File: src/rtl/aftab_mdu_pkg.sv
// Shared encodings and op-decode helpers for the AFTAB multiply/divide unit.
package aftab_mdu_pkg;

   // funct3-style op codes
   localparam logic [2:0] OP_MUL    = 3'b000;
   localparam logic [2:0] OP_MULH   = 3'b001;
   localparam logic [2:0] OP_MULHSU = 3'b010;
   localparam logic [2:0] OP_MULHU  = 3'b011;
   localparam logic [2:0] OP_DIV    = 3'b100;
   localparam logic [2:0] OP_DIVU   = 3'b101;
   localparam logic [2:0] OP_REM    = 3'b110;
   localparam logic [2:0] OP_REMU   = 3'b111;

   typedef enum logic [1:0] {
      ST_IDLE = 2'd0,
      ST_CALC = 2'd1,
      ST_DONE = 2'd2
   } state_t;

   // Ops in the same class produce the same hi/lo (or rem/quo) pair,
   // so one cached entry serves every op of that class.
   typedef enum logic [2:0] {
      CLS_MUL_SS = 3'd0,
      CLS_MUL_SU = 3'd1,
      CLS_MUL_UU = 3'd2,
      CLS_DIV_S  = 3'd3,
      CLS_DIV_U  = 3'd4
   } cls_t;

   function automatic logic is_div(input logic [2:0] op);
      return op[2];
   endfunction

   function automatic logic a_signed(input logic [2:0] op);
      return (op == OP_MUL) || (op == OP_MULH) || (op == OP_MULHSU) ||
             (op == OP_DIV) || (op == OP_REM);
   endfunction

   function automatic logic b_signed(input logic [2:0] op);
      return (op == OP_MUL) || (op == OP_MULH) || (op == OP_DIV) || (op == OP_REM);
   endfunction

   function automatic cls_t op_class(input logic [2:0] op);
      cls_t c;
      case (op)
         OP_MUL, OP_MULH: c = CLS_MUL_SS;
         OP_MULHSU:       c = CLS_MUL_SU;
         OP_MULHU:        c = CLS_MUL_UU;
         OP_DIV, OP_REM:  c = CLS_DIV_S;
         default:         c = CLS_DIV_U;
      endcase
      return c;
   endfunction

   // hi half = product high word or remainder; lo half = product low word or quotient
   function automatic logic sel_hi(input logic [2:0] op);
      return op[2] ? op[1] : (op[1:0] != 2'b00);
   endfunction

endpackage

File: src/rtl/aftab_mdu_if.sv
// Request/response bundle between the AFTAB datapath and the multiply/divide unit.
interface aftab_mdu_if #(parameter int WIDTH = 32);
   // Handshake: a request is taken on any rising edge where start=1, abort=0
   // and busy=0 (unit in IDLE or DONE); op/A/B are captured on that edge only.
   // The response is a one-cycle done pulse; result and the flags are valid in
   // that cycle and result holds until the next done. No back-pressure exists.
   logic             start;
   logic [2:0]       op;
   logic [WIDTH-1:0] A;
   logic [WIDTH-1:0] B;
   logic             abort;
   logic             busy;
   logic             done;
   logic [WIDTH-1:0] result;
   logic             dividedByZeroFlag;
   logic             overflowFlag;
   logic [1:0]       dbg_state;

   modport master (
      output start, op, A, B, abort,
      input  busy, done, result, dividedByZeroFlag, overflowFlag, dbg_state
   );

   modport slave (
      input  start, op, A, B, abort,
      output busy, done, result, dividedByZeroFlag, overflowFlag, dbg_state
   );
endinterface

File: src/rtl/aftab_mdu_core.sv
// Shared iteration datapath: shift-add multiply and restoring divide on magnitudes.
module aftab_mdu_core #(
   parameter int WIDTH = 32
) (
   input  logic               clk,
   input  logic               rst,
   input  logic               load,
   input  logic               step,
   input  logic               div_mode,
   input  logic [WIDTH-1:0]   a_mag,
   input  logic [WIDTH-1:0]   b_mag,
   output logic [2*WIDTH-1:0] prod_nx,
   output logic [WIDTH-1:0]   quo_nx,
   output logic [WIDTH-1:0]   rem_nx,
   output logic               last
);
   localparam int CW = $clog2(WIDTH);

   logic [2*WIDTH-1:0] sreg_q, sreg_d;
   logic [WIDTH:0]     acc_q, acc_d;
   logic [WIDTH-1:0]   dvs_q, dvs_d;
   logic [CW-1:0]      cnt_q, cnt_d;
   logic [WIDTH:0]     sum;
   logic [WIDTH:0]     trial;
   logic [WIDTH:0]     diff;

   // One iteration per step; mul keeps the whole product in sreg, div keeps the
   // dividend/quotient in the low half and the partial remainder in acc.
   always_comb begin
      sreg_d = sreg_q;
      acc_d  = acc_q;
      dvs_d  = dvs_q;
      cnt_d  = cnt_q;
      sum    = {1'b0, sreg_q[2*WIDTH-1:WIDTH]} + (sreg_q[0] ? {1'b0, dvs_q} : '0);
      trial  = {acc_q[WIDTH-1:0], sreg_q[WIDTH-1]};
      diff   = trial - {1'b0, dvs_q};
      if (load) begin
         sreg_d = {{WIDTH{1'b0}}, a_mag};
         acc_d  = '0;
         dvs_d  = b_mag;
         cnt_d  = CW'(WIDTH - 1);
      end else if (step) begin
         if (div_mode) begin
            // borrow out of the trial subtract means restore
            acc_d  = diff[WIDTH] ? trial : diff;
            sreg_d = {{WIDTH{1'b0}}, sreg_q[WIDTH-2:0], ~diff[WIDTH]};
         end else begin
            sreg_d = {sum, sreg_q[WIDTH-1:1]};
         end
         cnt_d = cnt_q - CW'(1);
      end
   end

   // Datapath registers
   always_ff @(posedge clk or posedge rst) begin
      if (rst) begin
         sreg_q <= '0;
         acc_q  <= '0;
         dvs_q  <= '0;
         cnt_q  <= '0;
      end else begin
         sreg_q <= sreg_d;
         acc_q  <= acc_d;
         dvs_q  <= dvs_d;
         cnt_q  <= cnt_d;
      end
   end

   // Post-step values let the top finish in the same cycle as the final step.
   assign prod_nx = sreg_d;
   assign quo_nx  = sreg_d[WIDTH-1:0];
   assign rem_nx  = acc_d[WIDTH-1:0];
   assign last    = (cnt_q == '0);

endmodule

File: src/rtl/aftab_mdu.sv
// Iterative RISC-V M-extension multiply/divide unit with shortcuts and a result cache.
module aftab_mdu
   import aftab_mdu_pkg::*;
#(
   parameter int WIDTH    = 32,
   parameter bit CACHE_EN = 1'b1
) (
   input logic        clk,
   input logic        rst,
   aftab_mdu_if.slave bus
);
   state_t             state_q, state_d;
   logic [2:0]         op_q, op_d;
   logic [WIDTH-1:0]   a_q, a_d;
   logic [WIDTH-1:0]   b_q, b_d;
   logic               sa_q, sa_d;
   logic               sb_q, sb_d;
   logic               busy_q, busy_d;
   logic               done_q, done_d;
   logic [WIDTH-1:0]   result_q, result_d;
   logic               dbz_q, dbz_d;
   logic               ovf_q, ovf_d;
   logic               c_valid_q, c_valid_d;
   logic [WIDTH-1:0]   c_a_q, c_a_d;
   logic [WIDTH-1:0]   c_b_q, c_b_d;
   cls_t               c_cls_q, c_cls_d;
   logic [WIDTH-1:0]   c_hi_q, c_hi_d;
   logic [WIDTH-1:0]   c_lo_q, c_lo_d;

   logic               accept, a_neg, b_neg, dbz, ovf, hit;
   logic [WIDTH-1:0]   a_mag, b_mag;
   logic               core_load, core_step, core_div, core_last;
   logic [2*WIDTH-1:0] core_prod, prod_fix;
   logic [WIDTH-1:0]   core_quo, core_rem, quo_fix, rem_fix, fix_hi, fix_lo;

   // Accept-time decode: magnitudes, sign capture and shortcut detection
   always_comb begin
      accept = (state_q != ST_CALC) && bus.start && !bus.abort;
      a_neg  = a_signed(bus.op) && bus.A[WIDTH-1];
      b_neg  = b_signed(bus.op) && bus.B[WIDTH-1];
      a_mag  = a_neg ? (~bus.A + 1'b1) : bus.A;
      b_mag  = b_neg ? (~bus.B + 1'b1) : bus.B;
      dbz    = is_div(bus.op) && (bus.B == '0);
      ovf    = ((bus.op == OP_DIV) || (bus.op == OP_REM)) &&
               (bus.A == {1'b1, {(WIDTH-1){1'b0}}}) && (bus.B == '1);
      hit    = CACHE_EN && c_valid_q && (c_a_q == bus.A) && (c_b_q == bus.B) &&
               (c_cls_q == op_class(bus.op));
   end

   // Sign fix-up of the post-step core values
   always_comb begin
      prod_fix = (sa_q ^ sb_q) ? -core_prod : core_prod;
      quo_fix  = (sa_q ^ sb_q) ? -core_quo : core_quo;
      rem_fix  = sa_q ? -core_rem : core_rem;
      fix_hi   = is_div(op_q) ? rem_fix : prod_fix[2*WIDTH-1:WIDTH];
      fix_lo   = is_div(op_q) ? quo_fix : prod_fix[WIDTH-1:0];
   end

   assign core_load = accept && !(dbz || ovf || hit);
   assign core_step = (state_q == ST_CALC) && !bus.abort;
   assign core_div  = is_div(op_q);

   aftab_mdu_core #(.WIDTH(WIDTH)) u_core (
      .clk      (clk),
      .rst      (rst),
      .load     (core_load),
      .step     (core_step),
      .div_mode (core_div),
      .a_mag    (a_mag),
      .b_mag    (b_mag),
      .prod_nx  (core_prod),
      .quo_nx   (core_quo),
      .rem_nx   (core_rem),
      .last     (core_last)
   );

   // Next-state, result, flag and cache update logic
   always_comb begin
      state_d   = state_q;
      op_d      = op_q;
      a_d       = a_q;
      b_d       = b_q;
      sa_d      = sa_q;
      sb_d      = sb_q;
      result_d  = result_q;
      dbz_d     = 1'b0;
      ovf_d     = 1'b0;
      c_valid_d = c_valid_q;
      c_a_d     = c_a_q;
      c_b_d     = c_b_q;
      c_cls_d   = c_cls_q;
      c_hi_d    = c_hi_q;
      c_lo_d    = c_lo_q;
      if (bus.abort) c_valid_d = 1'b0;
      case (state_q)
         ST_IDLE, ST_DONE: begin
            state_d = ST_IDLE;
            if (accept) begin
               op_d = bus.op;
               a_d  = bus.A;
               b_d  = bus.B;
               sa_d = a_neg;
               sb_d = b_neg;
               if (dbz) begin
                  state_d  = ST_DONE;
                  result_d = sel_hi(bus.op) ? bus.A : '1;
                  dbz_d    = 1'b1;
               end else if (ovf) begin
                  state_d  = ST_DONE;
                  result_d = sel_hi(bus.op) ? '0 : bus.A;
                  ovf_d    = 1'b1;
               end else if (hit) begin
                  state_d  = ST_DONE;
                  result_d = sel_hi(bus.op) ? c_hi_q : c_lo_q;
               end else begin
                  state_d = ST_CALC;
               end
            end
         end
         ST_CALC: begin
            if (bus.abort) begin
               state_d = ST_IDLE;
            end else if (core_last) begin
               state_d   = ST_DONE;
               result_d  = sel_hi(op_q) ? fix_hi : fix_lo;
               c_valid_d = 1'b1;
               c_a_d     = a_q;
               c_b_d     = b_q;
               c_cls_d   = op_class(op_q);
               c_hi_d    = fix_hi;
               c_lo_d    = fix_lo;
            end
         end
         default: state_d = ST_IDLE;
      endcase
      busy_d = (state_d == ST_CALC);
      done_d = (state_d == ST_DONE);
   end

   // FSM state, registered outputs and cache entry
   always_ff @(posedge clk or posedge rst) begin
      if (rst) begin
         state_q   <= ST_IDLE;
         op_q      <= OP_MUL;
         a_q       <= '0;
         b_q       <= '0;
         sa_q      <= 1'b0;
         sb_q      <= 1'b0;
         busy_q    <= 1'b0;
         done_q    <= 1'b0;
         result_q  <= '0;
         dbz_q     <= 1'b0;
         ovf_q     <= 1'b0;
         c_valid_q <= 1'b0;
         c_a_q     <= '0;
         c_b_q     <= '0;
         c_cls_q   <= CLS_MUL_SS;
         c_hi_q    <= '0;
         c_lo_q    <= '0;
      end else begin
         state_q   <= state_d;
         op_q      <= op_d;
         a_q       <= a_d;
         b_q       <= b_d;
         sa_q      <= sa_d;
         sb_q      <= sb_d;
         busy_q    <= busy_d;
         done_q    <= done_d;
         result_q  <= result_d;
         dbz_q     <= dbz_d;
         ovf_q     <= ovf_d;
         c_valid_q <= c_valid_d;
         c_a_q     <= c_a_d;
         c_b_q     <= c_b_d;
         c_cls_q   <= c_cls_d;
         c_hi_q    <= c_hi_d;
         c_lo_q    <= c_lo_d;
      end
   end

   assign bus.busy              = busy_q;
   assign bus.done              = done_q;
   assign bus.result            = result_q;
   assign bus.dividedByZeroFlag = dbz_q;
   assign bus.overflowFlag      = ovf_q;
   assign bus.dbg_state         = state_q;

endmodule

File: src/flat_wrapper.sv
// flat-port wrapper written by rule: the top's interface ports become plain ports
module aftab_mdu_flat import aftab_mdu_pkg::*;
#(
   parameter int WIDTH    = 32,
   parameter bit CACHE_EN = 1'b1
)
  (clk, rst, bus_start, bus_op, bus_A, bus_B, bus_abort, bus_busy, bus_done, bus_result, bus_dividedByZeroFlag, bus_overflowFlag, bus_dbg_state);
  aftab_mdu_if #(.WIDTH(WIDTH)) bus_i ();
  input logic clk;
  input logic rst;
  input wire logic [$bits(bus_i.start)-1:0] bus_start;
  input wire logic [$bits(bus_i.op)-1:0] bus_op;
  input wire logic [$bits(bus_i.A)-1:0] bus_A;
  input wire logic [$bits(bus_i.B)-1:0] bus_B;
  input wire logic [$bits(bus_i.abort)-1:0] bus_abort;
  output wire logic [$bits(bus_i.busy)-1:0] bus_busy;
  output wire logic [$bits(bus_i.done)-1:0] bus_done;
  output wire logic [$bits(bus_i.result)-1:0] bus_result;
  output wire logic [$bits(bus_i.dividedByZeroFlag)-1:0] bus_dividedByZeroFlag;
  output wire logic [$bits(bus_i.overflowFlag)-1:0] bus_overflowFlag;
  output wire logic [$bits(bus_i.dbg_state)-1:0] bus_dbg_state;
  assign bus_i.start = bus_start;
  assign bus_i.op = bus_op;
  assign bus_i.A = bus_A;
  assign bus_i.B = bus_B;
  assign bus_i.abort = bus_abort;
  assign bus_busy = bus_i.busy;
  assign bus_done = bus_i.done;
  assign bus_result = bus_i.result;
  assign bus_dividedByZeroFlag = bus_i.dividedByZeroFlag;
  assign bus_overflowFlag = bus_i.overflowFlag;
  assign bus_dbg_state = bus_i.dbg_state;
  aftab_mdu #(.WIDTH(WIDTH), .CACHE_EN(CACHE_EN)) u_core (.clk(clk), .rst(rst), .bus(bus_i));
endmodule
File: config.mk
export PLATFORM = sky130hd
export DESIGN_NAME = aftab_mdu_flat
export DESIGN_NICKNAME = d
export VERILOG_FILES = /design/src/rtl/aftab_mdu_pkg.sv /design/src/rtl/aftab_mdu_if.sv /design/src/rtl/aftab_mdu_core.sv /design/src/rtl/aftab_mdu.sv /design/src/flat_wrapper.sv
export SDC_FILE = /design/constraint.sdc
export NUM_CORES = 1
export LEC_CHECK = 0
export ABC_AREA = 1
export ABC_CLOCK_PERIOD_IN_PS = 33500
export CORE_MARGIN = 3
export CORE_UTILIZATION = 39
export CTS_BUF_LIST = sky130_fd_sc_hd__clkbuf_4
export CTS_CLUSTER_DIAMETER = 40
export CTS_CLUSTER_SIZE = 28
export DETAILED_ROUTE_END_ITERATION = 8
export GPL_TIMING_DRIVEN = 0
export PLACE_DENSITY = 0.64
export SLEW_MARGIN = 30
export SYNTH_ARGS = -nofsm -noshare
export SYNTH_HDL_FRONTEND = slang
export SYNTH_SLANG_ARGS = --single-unit
File: constraint.sdc
create_clock -name clk -period 33.5 [get_ports clk]
set_input_delay 10.05 -clock clk [delete_from_list [all_inputs] [get_ports clk]]
set_output_delay 10.05 -clock clk [all_outputs]
set_load 0.1 [all_outputs]
==> results of run 1 <==
power by group:
part           internal (W)  switching [W]  total, W
sequential         0.000512      0.0000586  0.000570
clock              0.000153       0.000218  0.000371
combinational      0.000255       0.000649  0.000904
cell families (layout without fill, tap and decap cells):
group / after synthesis / count (layout) / synth area share [%]
AO/OA/AOI/OAI: 622 / 622 / 11.69
XOR/XNOR: 101 / 101 / 3.048
adder cells (fa/ha/maj): 72 / 72 / 3.156
buffers and inverters: 802 / 1030 / 10.98
flip-flops: 372 / 372 / 32.08
multiplexers: 4 / 4 / 0.1380
other: 0 / 3 / 0
AND/OR/NAND/NOR: 2696 / 2696 / 38.91
synth_stat cells, types with 3 or more instances:
master / count / share of area [%]
nand2_1: 1663 / 22
inv_1: 572 / 7.4
nor2_1: 441 / 5.7
dfrtp_1: 372 / 32
nand3_1: 330 / 5.7
o21ai_0: 327 / 5.6
a21oi_1: 166 / 2.9
clkbuf_1: 100 / 1.3
nand4_1: 99 / 2.1
xor2_1: 83 / 2.5
ha_1: 70 / 3.0
inv_2: 52 / 0.67
or2_2: 45 / 0.97
a31oi_1: 34 / 0.73
buf_2: 31 / 0.53
o221ai_1: 28 / 0.85
nor2_2: 23 / 0.50
nand2_2: 22 / 0.47
nor3_1: 22 / 0.38
o21ai_1: 21 / 0.36
buf_1: 20 / 0.26
xnor2_1: 18 / 0.54
buf_6: 11 / 0.43
nand3b_1: 11 / 0.28
o21bai_1: 11 / 0.28
nor4_1: 9 / 0.19
buf_4: 8 / 0.21
o21a_1: 7 / 0.18
nor2_4: 6 / 0.23
o21ai_2: 6 / 0.18
nand3_2: 5 / 0.17
a21boi_0: 4 / 0.10
clkinv_1: 4 / 0.052
mux2i_1: 4 / 0.14
nand2_4: 4 / 0.16
o211ai_1: 4 / 0.10
a22oi_1: 3 / 0.078
and2_1: 3 / 0.065
nor3_2: 3 / 0.10
o22ai_1: 3 / 0.065
or2_1: 3 / 0.065
layout make-up:
cell class | count | area (um^2)
Fill cell | 7979 | 40960
Multi-Input combinational cell | 3495 | 16520
Sequential cell | 372 | 9309
Inverter | 628 | 2365
Tap cell | 959 | 1200
Timing Repair Buffer | 106 | 1131
Buffer | 174 | 829.5
Clock buffer | 75 | 563.0
Clock inverter | 47 | 437.9
Antenna cell | 3 | 7.507
worst paths after layout:
kind / to / cells past startpoint / slack [ps] / start
min reg2reg: u_core.c_a_q[22] / 2 / 480 / u_core.a_q[22]
max: u_core.bus.result[10] / 28 / 19070 / bus_B[0]
min: u_core.c_a_q[22] / 2 / 480 / u_core.a_q[22]
max in group asynchronous: u_core.u_core.dvs_q[10] / 3 / 23060 / rst
min in group asynchronous: u_core.c_a_q[21] / 2 / 9580 / rst
max reg2reg: u_core.bus.result[10] / 30 / 28140 / u_core.u_core.sreg_q[31]
per-layer routing:
metal  routed length [um]  track usage, %
met5                   13               0
met2                53360           48.29
met3                10420           4.975
met4                 5124           12.46
met1                52200           42.09
stage by stage:
stage | util, % | hold WS (ps)
floorplan | - | 449.2
global placement | 42.60 | 456.8
detailed placement | 42.76 | 464.2
CTS | 44.13 | 486.3
global route | 44.14 | 514.8
finish | 44.14 | 481.5
critical path, stage by stage:
cell and delay [ps]:
clkdlybuf4s50_1 470, inv_1 250, ha_1 240, nand3_2 120
nor2_4 190, nand2_4 90, nor2_2 150, nand3_2 110
nor2_4 200, nor2_8 100, nand3_4 230, buf_6 210
inv_2 180, nand2_1 220, nand2_2 160, inv_2 140
ha_1 230, nand2_1 110, nor2_4 160, nand3_1 170
nor2_2 220, nand3_1 110, nand2_2 150, a21oi_1 70
o21ai_0 240, nand3_1 330, nand2_1 180, a21oi_1 80
flip-flops by register name, summed over array words and instances, names as in the netlist:
| name | count |
|---|---|
| u_core.u_core.acc_q | 32 |
| u_core.bus.busy | 1 |
| u_core.bus.done | 1 |
| u_core.u_core.sreg_q | 64 |
| u_core.b_q | 32 |
| u_core.op_q | 3 |
| u_core.bus.dividedByZeroFlag | 1 |
| u_core.c_cls_q | 3 |
| u_core.c_b_q | 32 |
| u_core.c_hi_q | 32 |
| u_core.c_a_q | 32 |
| u_core.bus.overflowFlag | 1 |
| u_core.bus.dbg_state | 2 |
| u_core.bus.result | 32 |
| u_core.sb_q | 1 |
| u_core.u_core.cnt_q | 5 |
| u_core.sa_q | 1 |
| u_core.c_lo_q | 32 |
| u_core.a_q | 32 |
| u_core.c_valid_q | 1 |
| u_core.u_core.dvs_q | 32 |
==> flow_metrics.py, run 1 <==
metrics = {
    "outcome": {
        "outcome": "complete, no violations",
    },
    "placed_design": {
        "hpwl_um": 98920,
        "dp_slack_ps": 18380,
        "dpl_cell_area_mm2": 0.03136,
        "dp_cells": 5734,
        "io_buffers": 102,
        "place_congestion": 0.9984,
    },
    "grt": {
        "grt_pass1_wl_um": 180800,
        "grt_overflow": 0,
        "antenna_found_initial": 3,
        "grt_usage_pct": 30.67,
        "grt_pass1_vias": 29420,
        "grt_max_degree": 90,
    },
    "clock_network": {
        "post-cts-setup-buffers": 0,
        "cts_tree": "done",
        "cts-root-buf": "clkbuf_4",
        "clk_latency_ps": 860,
        "numCtsBuffers": 68,
        "ctsHoldBuffers": 0,
        "cts_resized": 0,
        "cts_htree_levels": 3,
        "clockBufferDepth": 3,
        "clkSlewWorstSetupHoldPaths_ps": 120,
        "cts_sinks": 372,
    },
    "die": {
        "chipWidth_um": 278.8,
        "die_y_um": 278.8,
        "rows": 99,
        "start_util_pct": 39.57,
        "fp.coreArea_mm2": 0.07333,
        "die_area_mm2": 0.07772,
        "ioPinCount": 109,
    },
    "route": {
        "drt_first_iter_violations": 3463,
        "wirelength_um": 121100,
        "wl_per_cell_um": 20.67,
        "drc_errors": 0,
        "drt.antenna.violating_nets": 0,
        "dr.pass1.iters": 6,
        "via_count": 31500,
        "vias_per_cell": 5.377,
    },
    "synth": {
        "synth_enable_flop_cells": 0,
        "synth.net_count": 4812,
        "yosys_most_used_dff": "dfrtp_1",
        "synth-seq-area-share_pct": 32.08,
        "syn_area_per_cell_um2": 6.216,
        "synthDistinctLibCells": 55,
        "async_flop_share_pct": 100.0,
        "ys_ff_latch": 372,
        "syn_inst": 4669,
        "yosysWarnings": 0,
        "netlist_area_mm2": 0.02902,
    },
    "run": {
        "drv_cap": 0,
    },
    "timing": {
        "slew_violations": 0,
        "fmax_mhz": 69.29,
        "fin_skew_ps": 97.39,
        "worst_slack_ps": 19070,
        "timing.slew.headroom_pct": 30.55,
        "hold_viol_final": 0,
        "rsz0062_at_grt": "false",
        "fin_setup_tns_ps": 0,
        "setup_viol_count_final": 0,
        "period_minus_slack_ps": 14430,
        "worstMarginPinSlew_ps": 1032,
        "post-route-period-util_pct": 43.08,
    },
    "power": {
        "power.leakage_nw": 17.42,
        "power_w": 0.001845,
        "power_density_mw_per_mm2": 57.01,
        "ir_drop_mv": 0.03196,
    },
    "setup_path": {
        "end_kind": "register",
        "path_class": "in -> reg",
        "cp.required_ps": 34260,
        "worstSetupStartpointType": "primary input",
        "cp_max_fo": 10,
        "cp.arrival_ps": 15190,
    },
    "cells_and_area": {
        "fin_area_mm2": 0.03237,
        "final_cell_mix": "1663 x nand2_1, 571 x inv_1, 441 x nor2_1, 372 x dfrtp_1, 330 x nand3_1",
        "fin_nets": 4988,
        "syn_to_final_growth_pct": 11.53,
        "drive_gt1_share_pct": 7.127,
        "layout_commonest_cell": "nand2_1",
        "fin_cells": 5859,
    },
    "min_path": {
        "hp-class": "reg -> reg",
    },
}
Note: power is estimated with default switching activity, not from simulation.
==> inputs of run 2 (changes only) <==
- ABC_CLOCK_PERIOD_IN_PS: 33500 -> 13000
- PLACE_DENSITY: 0.64 -> 0.66
- clock period: 33.5 -> 13 ns (I/O delays scaled with it)
==> flow_metrics.py, run 2 (same netlist as run 1, synthesis figures left out) <==
metrics = {
    "cells_and_area": {
        "final_cell_mix": "1663 x nand2_1, 571 x inv_1, 441 x nor2_1, 372 x dfrtp_1, 330 x nand3_1",
        "syn_to_final_growth_pct": 12.31,
        "seqCellArea_mm2": 0.009309,
        "regMostFlops": "u_core.u_core.sreg_q",
        "num-fill-cells": 7944,
        "drive_gt1_share_pct": 7.299,
        "utilization_pct": 44.45,
        "fin_nets": 4996,
        "multiInputGateArea_mm2": 0.01653,
        "layout_commonest_cell": "nand2_1",
        "largest_reg_flops": 64,
    },
    "setup_path": {
        "cp_max_fo": 10,
        "cp_slowest_cell": "clkdlybuf4s50_1",
        "path_class": "in -> reg",
        "cp.required_ps": 13770,
        "timing.critical_path.mode_cell": "nand2_1",
        "end_kind": "register",
        "worstSetupStartpointType": "primary input",
        "cp.arrival_ps": 9050,
        "slowest_delay_ps": 680,
    },
    "clock_network": {
        "cts_htree_levels": 3,
        "cts-root-buf": "clkbuf_4",
        "clockBufferDepth": 3,
        "clkSlewWorstSetupHoldPaths_ps": 110,
        "ctsHoldBuffers": 0,
        "post-cts-setup-buffers": 0,
        "cts_resized": 0,
        "clk_latency_ps": 880,
        "cts_sinks": 372,
        "numCtsBuffers": 66,
        "cts_tree": "done",
    },
    "die": {
        "fp.coreArea_mm2": 0.07333,
        "die_y_um": 278.8,
        "chipWidth_um": 278.8,
        "die_area_mm2": 0.07772,
        "ioPinCount": 109,
        "rows": 99,
        "start_util_pct": 39.57,
    },
    "timing": {
        "setup_viol_count_final": 0,
        "fin_skew_ps": 70.55,
        "slew_violations": 0,
        "timing.slew.headroom_pct": 33.54,
        "worst_slack_ps": 4725,
        "holdWs_ps": 475.0,
        "post-route-period-util_pct": 63.65,
        "hold_viol_final": 0,
        "fmax_mhz": 120.9,
        "rsz0062_at_grt": "false",
        "period_minus_slack_ps": 8275,
        "worstMarginPinSlew_ps": 993.7,
        "fin_setup_tns_ps": 0,
    },
    "run": {
        "drv_cap": 0,
    },
    "min_path": {
        "hp-class": "reg -> reg",
    },
    "power": {
        "power_density_mw_per_mm2": 147.2,
        "power_w": 0.004797,
        "power.leakage_nw": 17.49,
        "ir_drop_mv": 0.09996,
    },
    "route": {
        "dr.pass1.iters": 8,
        "drt.antenna.violating_nets": 0,
        "via_count": 31680,
        "wirelength_um": 121200,
        "drc_errors": 0,
        "drt_first_iter_violations": 3533,
        "wl_per_cell_um": 20.66,
        "vias_per_cell": 5.399,
    },
    "grt": {
        "grt_overflow": 0,
        "grt_pass1_vias": 29590,
        "grt_pass1_wl_um": 179500,
        "grt_max_degree": 30,
        "grt_usage_pct": 30.45,
        "antenna_found_initial": 3,
    },
    "placed_design": {
        "hpwl_um": 99410,
        "place_congestion": 1.010,
        "io_buffers": 102,
        "dp_slack_ps": 3948,
    },
    "outcome": {
        "outcome": "complete, no violations",
    },
}
run 2: changes by cell type in the layout (fill, tap and decap cells not counted), sizes merged:
cell and delta:
inv -2, clkinv -9, buf +10, clkinvlp +9, clkbuf -3, diode +1
bufinv +3
run 2: path summary, 6_finish.rpt:
kind	start	slack (ps)	end	cells after the start
worst max-delay path	bus_B[15]	4730	u_core.bus.result[10]	26
worst min-delay path	u_core.b_q[2]	470	u_core.c_b_q[2]	2
worst max register to register	u_core.u_core.sreg_q[0]	7650	u_core.bus.result[25]	31
worst min register to register	u_core.b_q[2]	470	u_core.c_b_q[2]	2
max in group asynchronous	rst	8230	u_core.c_lo_q[10]	7
min in group asynchronous	rst	3390	u_core.b_q[7]	2
run 2: per-stage QoR:
stage	instances	area, um^2
global placement	5730	31250
CTS	5864	32580
global route	5868	32590
detailed placement	5744	31540
finish	5868	32590
floorplan	4669	29020
run 2: per-layer routing:
layer | global-route usage, % | wire (um) | up-vias
li1 | - | - | 15190
met1 | 40.87 | 51020 | 14780
met2 | 48.65 | 53730 | 1436
met3 | 5.418 | 10900 | 276
met4 | 12.46 | 5567 | 2
met5 | 0 | 11 | -
run 2: area by class of cell:
cell class	count	share of cell area, %
Antenna cell	4	0.03071
Buffer	174	2.545
Clock buffer	72	1.658
Clock inverter	48	1.524
Inverter	628	7.244
Multi-Input combinational cell	3495	50.72
Sequential cell	372	28.56
Tap cell	959	3.681
Timing Repair Buffer	116	4.038
run 2: worst max-delay path: cells and delay by family:
kind | cells | cell delay, ps
buf+inv | 4 | 1180
fa+ha+maj | 1 | 220
simple gates | 18 | 3310
compound gates | 3 | 410
run 2: report_power, final:
part / internal [W] / switching (W)
combinational: 0.000661 / 0.00167
sequential: 0.00132 / 0.000151
clock: 0.000439 / 0.000555
total: 0.00242 / 0.00238
